--- src/rtl/handshake_rx_sink.sv ---
// Four-phase bundled-data receiver: synchronizes the pipeline request, captures each
// word into a small FIFO and presents the FIFO head on a valid/ready interface.
module handshake_rx_sink #(
    parameter int WIDTH       = 4,
    parameter int DEPTH       = 4,
    parameter int SYNC_STAGES = 2,
    parameter int CNT_W       = 8
) (
    input  logic                       clk,
    input  logic                       reset,
    input  logic                       req_in,
    input  logic [WIDTH-1:0]           data_in,
    output logic                       ack_out,
    output logic [WIDTH-1:0]           out_data,
    output logic                       out_valid,
    input  logic                       out_ready,
    output logic [$clog2(DEPTH):0]     fifo_level,
    output logic [CNT_W-1:0]           word_count,
    output logic                       dbg_state
);

    localparam int AW = $clog2(DEPTH);
    localparam int LW = AW + 1;

    typedef enum logic [0:0] {
        IDLE  = 1'b0,
        ACKED = 1'b1
    } state_t;

    // Handshake protocol (clk side):
    //   push: IDLE, synchronized request high and FIFO not full -> word captured, ack raised.
    //   ack_out stays high until the synchronized request falls.
    //   pop : out_valid && out_ready at a rising edge removes the head word.
    //   out_data is meaningful only while out_valid is high (forced to zero when empty).

    state_t                 state_q;
    logic                   ack_q;
    logic [SYNC_STAGES-1:0] sync_q;
    logic                   req_s;

    logic [WIDTH-1:0]       mem_q [DEPTH];
    logic [AW-1:0]          wr_ptr_q, wr_ptr_d;
    logic [AW-1:0]          rd_ptr_q, rd_ptr_d;
    logic [LW-1:0]          level_q, level_d;
    logic [CNT_W-1:0]       count_q, count_d;

    logic                   full;
    logic                   push;
    logic                   pop;

    always_ff @(posedge clk) begin
        if (!reset) begin
            sync_q <= '0;
        end else begin
            sync_q <= {sync_q[SYNC_STAGES-2:0], req_in};
        end
    end

    assign req_s = sync_q[SYNC_STAGES-1];

    // Full is judged on the level before any same-cycle pop.
    assign full = (level_q == LW'(DEPTH));
    assign push = (state_q == IDLE) && req_s && !full;
    assign pop  = (level_q != '0) && out_ready;

    always_ff @(posedge clk) begin
        if (!reset) begin
            state_q <= IDLE;
            ack_q   <= 1'b0;
        end else begin
            case (state_q)
                IDLE: begin
                    if (req_s && !full) begin
                        state_q <= ACKED;
                        ack_q   <= 1'b1;
                    end
                end
                ACKED: begin
                    if (!req_s) begin
                        state_q <= IDLE;
                        ack_q   <= 1'b0;
                    end
                end
                default: begin
                    state_q <= IDLE;
                    ack_q   <= 1'b0;
                end
            endcase
        end
    end

    always_comb begin
        wr_ptr_d = wr_ptr_q;
        rd_ptr_d = rd_ptr_q;
        level_d  = level_q;
        count_d  = count_q;
        if (push) begin
            wr_ptr_d = wr_ptr_q + AW'(1);
            count_d  = count_q + CNT_W'(1);
        end
        if (pop) begin
            rd_ptr_d = rd_ptr_q + AW'(1);
        end
        case ({push, pop})
            2'b10:   level_d = level_q + LW'(1);
            2'b01:   level_d = level_q - LW'(1);
            default: level_d = level_q;
        endcase
    end

    always_ff @(posedge clk) begin
        if (!reset) begin
            wr_ptr_q <= '0;
            rd_ptr_q <= '0;
            level_q  <= '0;
            count_q  <= '0;
        end else begin
            wr_ptr_q <= wr_ptr_d;
            rd_ptr_q <= rd_ptr_d;
            level_q  <= level_d;
            count_q  <= count_d;
        end
    end

    // Storage needs no reset: the pointers and level define what is visible.
    always_ff @(posedge clk) begin
        if (reset && push) begin
            mem_q[wr_ptr_q] <= data_in;
        end
    end

    assign ack_out    = ack_q;
    assign out_valid  = (level_q != '0);
    assign out_data   = out_valid ? mem_q[rd_ptr_q] : '0;
    assign fifo_level = level_q;
    assign word_count = count_q;
    assign dbg_state  = state_q;

endmodule

--- config.mk ---
export PLATFORM = sky130hd
export DESIGN_NAME = handshake_rx_sink
export DESIGN_NICKNAME = d
export VERILOG_FILES = /design/src/rtl/handshake_rx_sink.sv
export SDC_FILE = /design/constraint.sdc
export NUM_CORES = 1
export LEC_CHECK = 0
export ABC_AREA = 0
export BUFFER_PORTS_ARGS = -buffer_cell sky130_fd_sc_hd__buf_2
export CAP_MARGIN = 15
export CORE_UTILIZATION = 49
export CTS_CLUSTER_SIZE = 8
export DETAILED_ROUTE_END_ITERATION = 6
export GPL_TIMING_DRIVEN = 1
export PLACE_DENSITY_LB_ADDON = 0.1
export SYNTH_ARGS = -nofsm -noshare
export SYNTH_HDL_FRONTEND = slang
export SYNTH_SLANG_ARGS = --single-unit
--- constraint.sdc ---
create_clock -name clk -period 2.25 [get_ports clk]
set_input_delay 0 -clock clk [delete_from_list [all_inputs] [get_ports clk]]
set_output_delay 0 -clock clk [all_outputs]
set_load 0.005 [all_outputs]
======== After elaboration in Yosys (flattened, before gate mapping) ========
Memory sizes are Yosys's and may differ from the RTL's. A register that Yosys moved wholly into a read port is not among the register bits.
Index checks and enable logic that the tools add are counted.
word-level totals
  flip-flop bits (word level) ............. 19
  latch bits .............................. 0
  RAM bits ................................ 16
  bits in read-only memories .............. 0
  input port bits ......................... 8
  logic and storage cells ................. 40
  memories ................................ 1
operators by class
  $add $sub $neg .......................... 5
  $mul .................................... 0
  divide/modulo/power cells ............... 0
  $lt $le $gt $ge ......................... 0
  equality and inequality tests ........... 5
  shift-type cells ........................ 0
  muxes and demuxes ....................... 12
  bitwise operators ....................... 1
  reductions and logical operators ........ 9
memories
  memory  depth  bits a word  read ports  clocked after Yosys merged registers in  write ports  RTL line  source
  mem_q   4      4            1           1                                        1            41        logic [WIDTH-1:0] mem_q [DEPTH];
operators by type and width
  cell                 count
  $add 8x1->8 const B  1
  $mux 1               6
  $pmux 3 s2           1
  $logic_and 1x1->1    5
  $add 2x1->2 const B  2
  $mux 2               2
  $mux 4               1
  $pmux 1 s2           2
  $add 3x1->3 const B  1
  $eq 3x3->1 const B   1
  $reduce_bool 3->1    1
  $sub 3x1->3 const B  1
  $eq 2x1->1 const B   1
  $eq 2x2->1 const B   1
  $ne 2x1->1 const B   1
  $ne 2x2->1 const B   1
  $reduce_and 2->1     1
  $reduce_bool 2->1    1
  $logic_not 1->1      1
  $not 1->1            1

======== Depth between registers and ports, before layout ========
Gate-level depths: netlist of the first run.
  depth in word-level cells ............... 6
  mapped depth ............................ 9
  gate-level depth less buffers ........... 9

======== Least setup slack after synthesis of the first run ========
Ideal clock, no wire load.
  path type ............................... reg-to-reg
  start ................................... register level_q[2], in the netlist fifo_level[2]
  end ..................................... register level_q[2], in the netlist fifo_level[2]
  arrival ................................. 2.088 ns
  data required time ...................... 2.180 ns
  slack ................................... 0.091 ns
  cell stages (with the launch flop) ...... 10
  buffers on the path ..................... 0
  period minus slack after synthesis ...... 2.159 ns
  cells stage by stage .................... dfxtp_1 > nor3b_2 > nor2_1 > inv_1 > ha_1 > inv_1 > fa_1 > xor2_1 > or3_1 > a21oi_1
between the ends
  cells in the longest elaborated chain, start to end .. 5
  elaborated cells on any way between the ends .. 11
ends and longest elaborated chain
  element                                                 RTL line  source
  from (decl)                                             44        logic [LW-1:0] level_q, level_d;
  from (signal assigned)                                  120       level_q <= level_d;
  $eq 3x3->1                                              62        assign full = (level_q == LW'(DEPTH));
  $logic_not 1->1                                         63        assign push = (state_q == IDLE) && req_s && !full;
  $logic_and 1x1->1                                       63
  $eq 2x1->1 / $eq 2x2->1 (equally long branches)         104       case ({push, pop})
  $pmux 3 s2 / $reduce_bool 2->1 (equally long branches)  -
Several ways; a longest one is shown, not always the timed one.
A chain may end at the register's enable or synchronous reset.

======== Worst setup path in the final report of the first run ========
Same ends and word-level chain as after synthesis.

==> results of run 1 <==
## worst max-delay path, stage by stage (launching register included)
cell and delay (ns):
dfxtp_2 0.38, nor3b_2 0.21, nor2_1 0.09, inv_1 0.08
ha_1 0.18, inv_1 0.06, fa_1 0.38, xor2_1 0.16
or3_1 0.31, a21oi_1 0.15
## metrics by stage
stage | utilization [%] | setup slack [ns] | total power [mW]
finish | 62.2 | 0.176 | 1.42
global route | 62.2 | 0.00996 | 1.50
CTS | 62.0 | 0.125 | 1.43
detailed placement | 58.5 | 0.144 | 1.11
global placement | 58.5 | 0.271 | 1.10
floorplan | - | 0.0913 | 0.975
## worst min-delay path by stage
| stage | endpoint |
|---|---|
| 2_1_floorplan | mem_q[0][0] |
| 5_1_grt | flop |
| 3_3_place_gp | sync_q[0] |
| 4_1_cts | flop |
| 6_report | flop |
| 3_5_place_dp | sync_q[0] |
## flip-flops by register name, summed over array words and instances, names as in the netlist, named ones only
signal / count
rd_ptr_q: 2
sync_q: 2
mem_q: 16
wr_ptr_q: 2
dbg_state: 1
fifo_level: 3
word_count: 8
ack_out: 1
## power breakdown
group / internal, mW / total [mW] / leakage, nW / switching [mW]
combinational: 0.171 / 0.328 / 0.423 / 0.157
sequential: 0.734 / 0.772 / 0.315 / 0.0372
clock: 0.120 / 0.317 / 0.0269 / 0.197
## final cells by class
cell class,count,area [µm²],area share (%)
Inverter,11,41.3,2.17
Timing Repair Buffer,35,215,11.3
Multi-Input combinational cell,84,637,33.5
Clock inverter,1,3.75,0.198
Tap cell,44,55.1,2.90
Clock buffer,7,45.0,2.37
Sequential cell,37,902,47.5
## logic make-up (layout without fill, tap and decap cells)
kind of cell               count (synthesis)  after routing  share of synthesized area, %
adders and majority gates                  7              7                          5.99
AOI/OAI and AO/OA                         28             28                          9.70
muxes                                      5              5                          6.31
buffers and inverters                     13             54                          3.31
DFF                                       37             37                          56.8
and+or+nand+nor                           41             41                          16.2
xor gates and xnor gates                   3              3                          1.66
## cell usage in the layout, fill, tap and decap left out, types with 4 or more instances in the layout
cell type	n
inv_1	11
or4_1	4
a21oi_1	15
buf_4	4
or3_1	4
dlygate4sd3_1	6
nor2_1	6
and3_1	4
nand3_1	4
clkbuf_4	5
dfxtp_1	20
o31ai_1	4
edfxtp_1	16
mux4_2	4
o21ai_0	8
ha_1	6
buf_2	25
## timing repair
item                                    4_1_cts  5_1_grt
endpoints found under the setup margin        0        1
gates resized for setup                       0        2
hold buffers                                  6        0
endpoints found under the hold margin        19        0
## cells in the mapped netlist, drive strengths merged (2+ instances only)
cell type  instances
xor2               3
inv               11
edfxtp            16
or4                4
a21oi             15
dfxtp             21
and2b              2
o31ai              4
nand2              3
ha                 6
o21ai              8
nor2               6
nand3              4
nor2b              3
and2               2
or3                4
and3               4
mux4               4
## routing by layer
| layer | global-route usage, % | up-vias |
|---|---|---|
| li1 | - | 568 |
| met2 | 28.1 | 34 |
| met4 | 9.18 | 0 |
| met5 | 0 | - |
| met3 | 4.84 | 5 |
| met1 | 25.5 | 535 |
==> results.md, run 1 <==
* Layout area overhead at 19.7%
* Clk sinks at 37
* Drt pass-1 iters at 5
* Vias after detailed routing at 1142
* Outcome: complete, no violations
* Port Buf Inserts at 25
* CP Data Arrival Time at between 2 and 2.5 ns
* Critical path destination: fifo_level[2]
* Top Metal Used: met4
* Origin of the worst min-delay path: out_ready
* Post-Route WL at a little under 3000 µm
* Final Max Slew Viols at 0
* Synth area leaders: edfxtp_1 30%, dfxtp_1 26%, mux4_2 5.7%, a21oi_1 4.7%, ha_1 4.7%
* Share of layout cells above drive strength 1 at ~25%
* Wire length of the first global-routing pass at about 4600 µm
* RSZ-0062 raised after global routing: false
* Max FO, Critical Path at 7
* Worst Setup End Kind: flop
* Tmin final at 2.07 ns
* Leak Pwr at around 0.76 nW
* R2R Path Start: fifo_level[2]
* Synthesized area per cell at between 10 and 15 µm²
* Reg2reg end: fifo_level[2]
* Final hold violation count at 0
* Die ar. at about 3500 µm²
* Post-synth EDFFs at 16
* Power Density at between 700 and 800 nW/µm²
* Met1 wire length at 1340 µm
* Reg2reg path depth at 9
* Root buf cell: clkbuf_4
* Synth area leader: edfxtp_1
* Vias in the first global route at 1026
* Max cap viols at 0
* Largest net degree at the start of global routing at 18
* Post-DP HPWL at 2100 µm
* Commonest register cell after synthesis: dfxtp_1
* Synth top area share at a little under a third
* Worst-skew pair later-pin latency at around 0.33 ns
* Worst hold path depth at 4
* Clock Path Buffers at 2
* Worst hold slack at around 0.071 ns
* Die Span X at 58.9 µm
* Register area share after synthesis at a little under three fifths
* # fillers at 272
* Synth Instances at approximately 130
* Setup-failing EPs final at 0
* Reg2Reg Setup Slack at between 0.15 and 0.2 ns
* WL met2 at approximately 1400 µm
* Final worst path period share at 92.2%
* WL/cell at between 10 and 15 µm
* Htree depth at 2
* Net Count, Synth at 149
* DR iter-0 viols at between 70 and 80
* Grt total ovfl at 0
* Synth unique cells at 32
* TritonCTS clock tree: yes
* Dpl cell area at 1790 µm²
* CORE AREA at slightly above 3000 µm²
* Metal3 WL at roughly 160 µm
* Mapped cell area at 1590 µm²
* Ys Warns at 0
* Share of async-settable or async-resettable flops after synthesis at 0%
* Rows at 20
* Rel. slew slack at approximately 65%
* Initial core utilization at roughly half
* Post-CTS Setup Bufs at 0
* Worst Setup Path Type: reg -> reg
* GRT Overall Usage at between 10% and 20%
* Num CTS Buffers at 5
* DRC at 0
* Finished Cell Area at around 1900 µm²
* Clk_skew at around 0.015 ns
* Critical path required time at 2.49 ns
* Vias per cell at approximately 5.2
* Placed cell count at around 210
* Worst slew pin tran at about 0.53 ns
* Clock-pin slew on the worst setup and hold paths at roughly 0.11 ns
* # diodes at 0
* Die Ht at between 50 and 60 µm
* Initial antenna violation count at 0
* CP Launch Type: flop
* Worst min path class: in -> reg
* Highest clock rate at 482 MHz
* Fin nets at about 190
* Routed Antenna Nets at 0
* Synthesized flop and latch total at 37
* Non-Filler Instances at between 200 and 250
* GP Congestion at just under 0.8
* Final setup TNS at 0 ns
* Io pins at 26
* Crit path from: fifo_level[2]
* Worst vdd ir at 0.349 mV
No activity file was read; power rests on OpenSTA's default activity.
==> inputs of run 2 (changes only) <==
Settings changed: SETUP_SLACK_MARGIN set to 0.3.
==> run 2 against run 1 <==
Against the previous run: global-route usage grew 1.6 points; count of clock-buffer cells in the layout decreased by 2; sequential share of layout area is 3.9 points lower; first-iteration DRC count down 43%; critical path depth stayed put; via count increased by 7.3%; die area unchanged; total power is 23% higher; sequential power rose by 1%; sequential cell count unchanged; worst hold slack got worse by 0.010 ns; register-to-register slack better by 0.11 ns; critical endpoint unchanged; largest cell class unchanged.
==> results.md, run 2 (same netlist as run 1, synthesis figures left out) <==
* Rows at 20
* Htree depth at 2
* Commonest non-fill, non-tap cells in the layout: 25 x buf_2, 19 x buf_4, 17 x dfxtp_1
* Drt pass-1 iters at 4
* Rel. slew slack at 67.7%
* Fin nets at a little over 200
* GRT Overall Usage at around a fifth
* Critical path required time at 2.52 ns
* Wire length of the first global-routing pass at a little over 5000 µm
* Final worst path period share at between 80 and 90%
* Worst Setup End Kind: flop
* Met1 wire length at about 1500 µm
* CP Data Arrival Time at approximately 2.2 ns
* Max FO, Critical Path at 5
* TritonCTS clock tree: yes
* CORE AREA at slightly above 3000 µm²
* Clock-pin slew on the worst setup and hold paths at 0.11 ns
* Reg2Reg Setup Slack at approximately 0.29 ns
* Clk sinks at 37
* Outcome: complete, no violations
* Io pins at 26
* Max stage delay cell, worst path: dfxtp_4
* # diodes at 0
* Post-DP HPWL at 2100 µm
* Initial antenna violation count at 0
* GP Congestion at 0.795
* Highest clock rate at 510 MHz
* Overall Power at 1.75 mW
* Final setup TNS at 0 ns
* Die Span X at between 50 and 60 µm
* Routed Antenna Nets at 0
* DR iter-0 viols at between 40 and 50
* Worst-skew pair later-pin latency at 0.35 ns
* Worst min path class: in -> reg
* DRC at 0
* Final Max Slew Viols at 0
* Die ar. at ~3500 µm²
* Vias per cell at 5.21
* Clock Path Buffers at 2
* Critical path, cell by cell: nor3b_4 > nor2_2 > inv_2 > ha_2 > inv_1 > fa_2 > xor2_1 > or3_1 > a21oi_1
* Top Metal Used: met4
* Slowest Stage Delay on Critical Path at 0.39 ns
* Placed cell count at approximately 200
* Worst slew pin tran at ~0.48 ns
* Port Buf Inserts at 25
* Worst hold slack at a little over 0.06 ns
* Grt total ovfl at 0
* Worst vdd ir at ~0.57 mV
* Die Ht at 58.9 µm
* Vias in the first global route at 1117
* Num CTS Buffers at 5
* Layout area overhead at 32.2%
* Setup-failing EPs final at 0
* CP Launch Type: flop
* Share of layout cells above drive strength 1 at 35.1%
* Vias after detailed routing at 1225
* Max cap viols at 0
* Non-Filler Instances at ~240
* Clk_skew at a little over 0.008 ns
* Worst Setup Path Type: reg -> reg
* WL/cell at 13.8 µm
* Initial core utilization at between 50 and 60%
* Largest net degree at the start of global routing at 18
* Post-Route WL at around 3200 µm
* Tmin final at 1.96 ns
* Post-layout util at 68.7%
* Power Density at about 830 nW/µm²
* WL met2 at 1610 µm
* Final hold violation count at 0
* Largest register by flop count: mem_q
* Metal3 WL at 116 µm
* Root buf cell: clkbuf_4
* RSZ-0062 raised after global routing: true
* Leak Pwr at 0.866 nW
* Max reg flops at 16
* Commonest non-fill, non-tap cell in the layout: buf_2
==> run 2: cell types whose count changed in the layout (fill, tap and decap cells not counted), moves of 2 or more <==
cell,delta
clkbuf_1,-2
buf_4,+15
bufinv_16,+2
dfxtp_1,-3
dfxtp_4,+3
==> run 2: worst paths after layout <==
kind,start,end,cells after the start
min,out_ready,rd_ptr_q[0],4
max reg2reg,fifo_level[1],fifo_level[2],9
min reg2reg,sync_q[0],sync_q[1],1
max,fifo_level[1],fifo_level[2],9
==> run 2: routing by layer <==
layer | vias to the layer above | global-route usage [%]
met1 | 583 | 25.0
met5 | - | 0
met4 | 0 | 7.82
met2 | 26 | 33.3
li1 | 610 | -
met3 | 6 | 6.81
==> run 2: report_power, final <==
group	internal, mW	leakage (nW)	total (mW)	switching (mW)
clock network	0.344	0.0552	0.569	0.225
registers	0.741	0.317	0.783	0.0427
logic	0.221	0.493	0.394	0.174
total	1.31	0.866	1.75	0.442
==> run 2: worst max-delay path, delay by kind of cell (launching register included) <==
family                     cells  cell delay [ns]
buffers and inverters          2             0.11
xor gates and xnor gates       1             0.15
adders and majority gates      2             0.49
and+or+nand+nor                3             0.60
DFF                            1             0.39
AOI/OAI and AO/OA              1             0.15
==> run 2: timing repair <==
action	in CTS	in global routing
pin swaps	2	3
hold buffers	7	0
gates resized for setup	4	1
endpoints found under the setup margin	2	2
endpoints found under the hold margin	20	0
setup buffers	14	3
cloned	0	0
==> run 2: area by class of cell <==
cell class / instances / area [µm²]
Sequential cell: 37 / 913
Inverter: 11 / 41.3
Clock buffer: 5 / 37.5
Multi-Input combinational cell: 84 / 647
Clock inverter: 3 / 65.1
Tap cell: 44 / 55.1
Fill cell: 249 / 956
Timing Repair Buffer: 51 / 338
==> run 2: through the flow <==
stage / instance area [µm²] / setup WS, ns
after floorplan: 1600 / 0.290
after global placement: 1790 / 0.334
after detailed placement: 1790 / 0.249
after CTS: 2070 / 0.300
after global routing: 2100 / 0.184
final: 2100 / 0.289
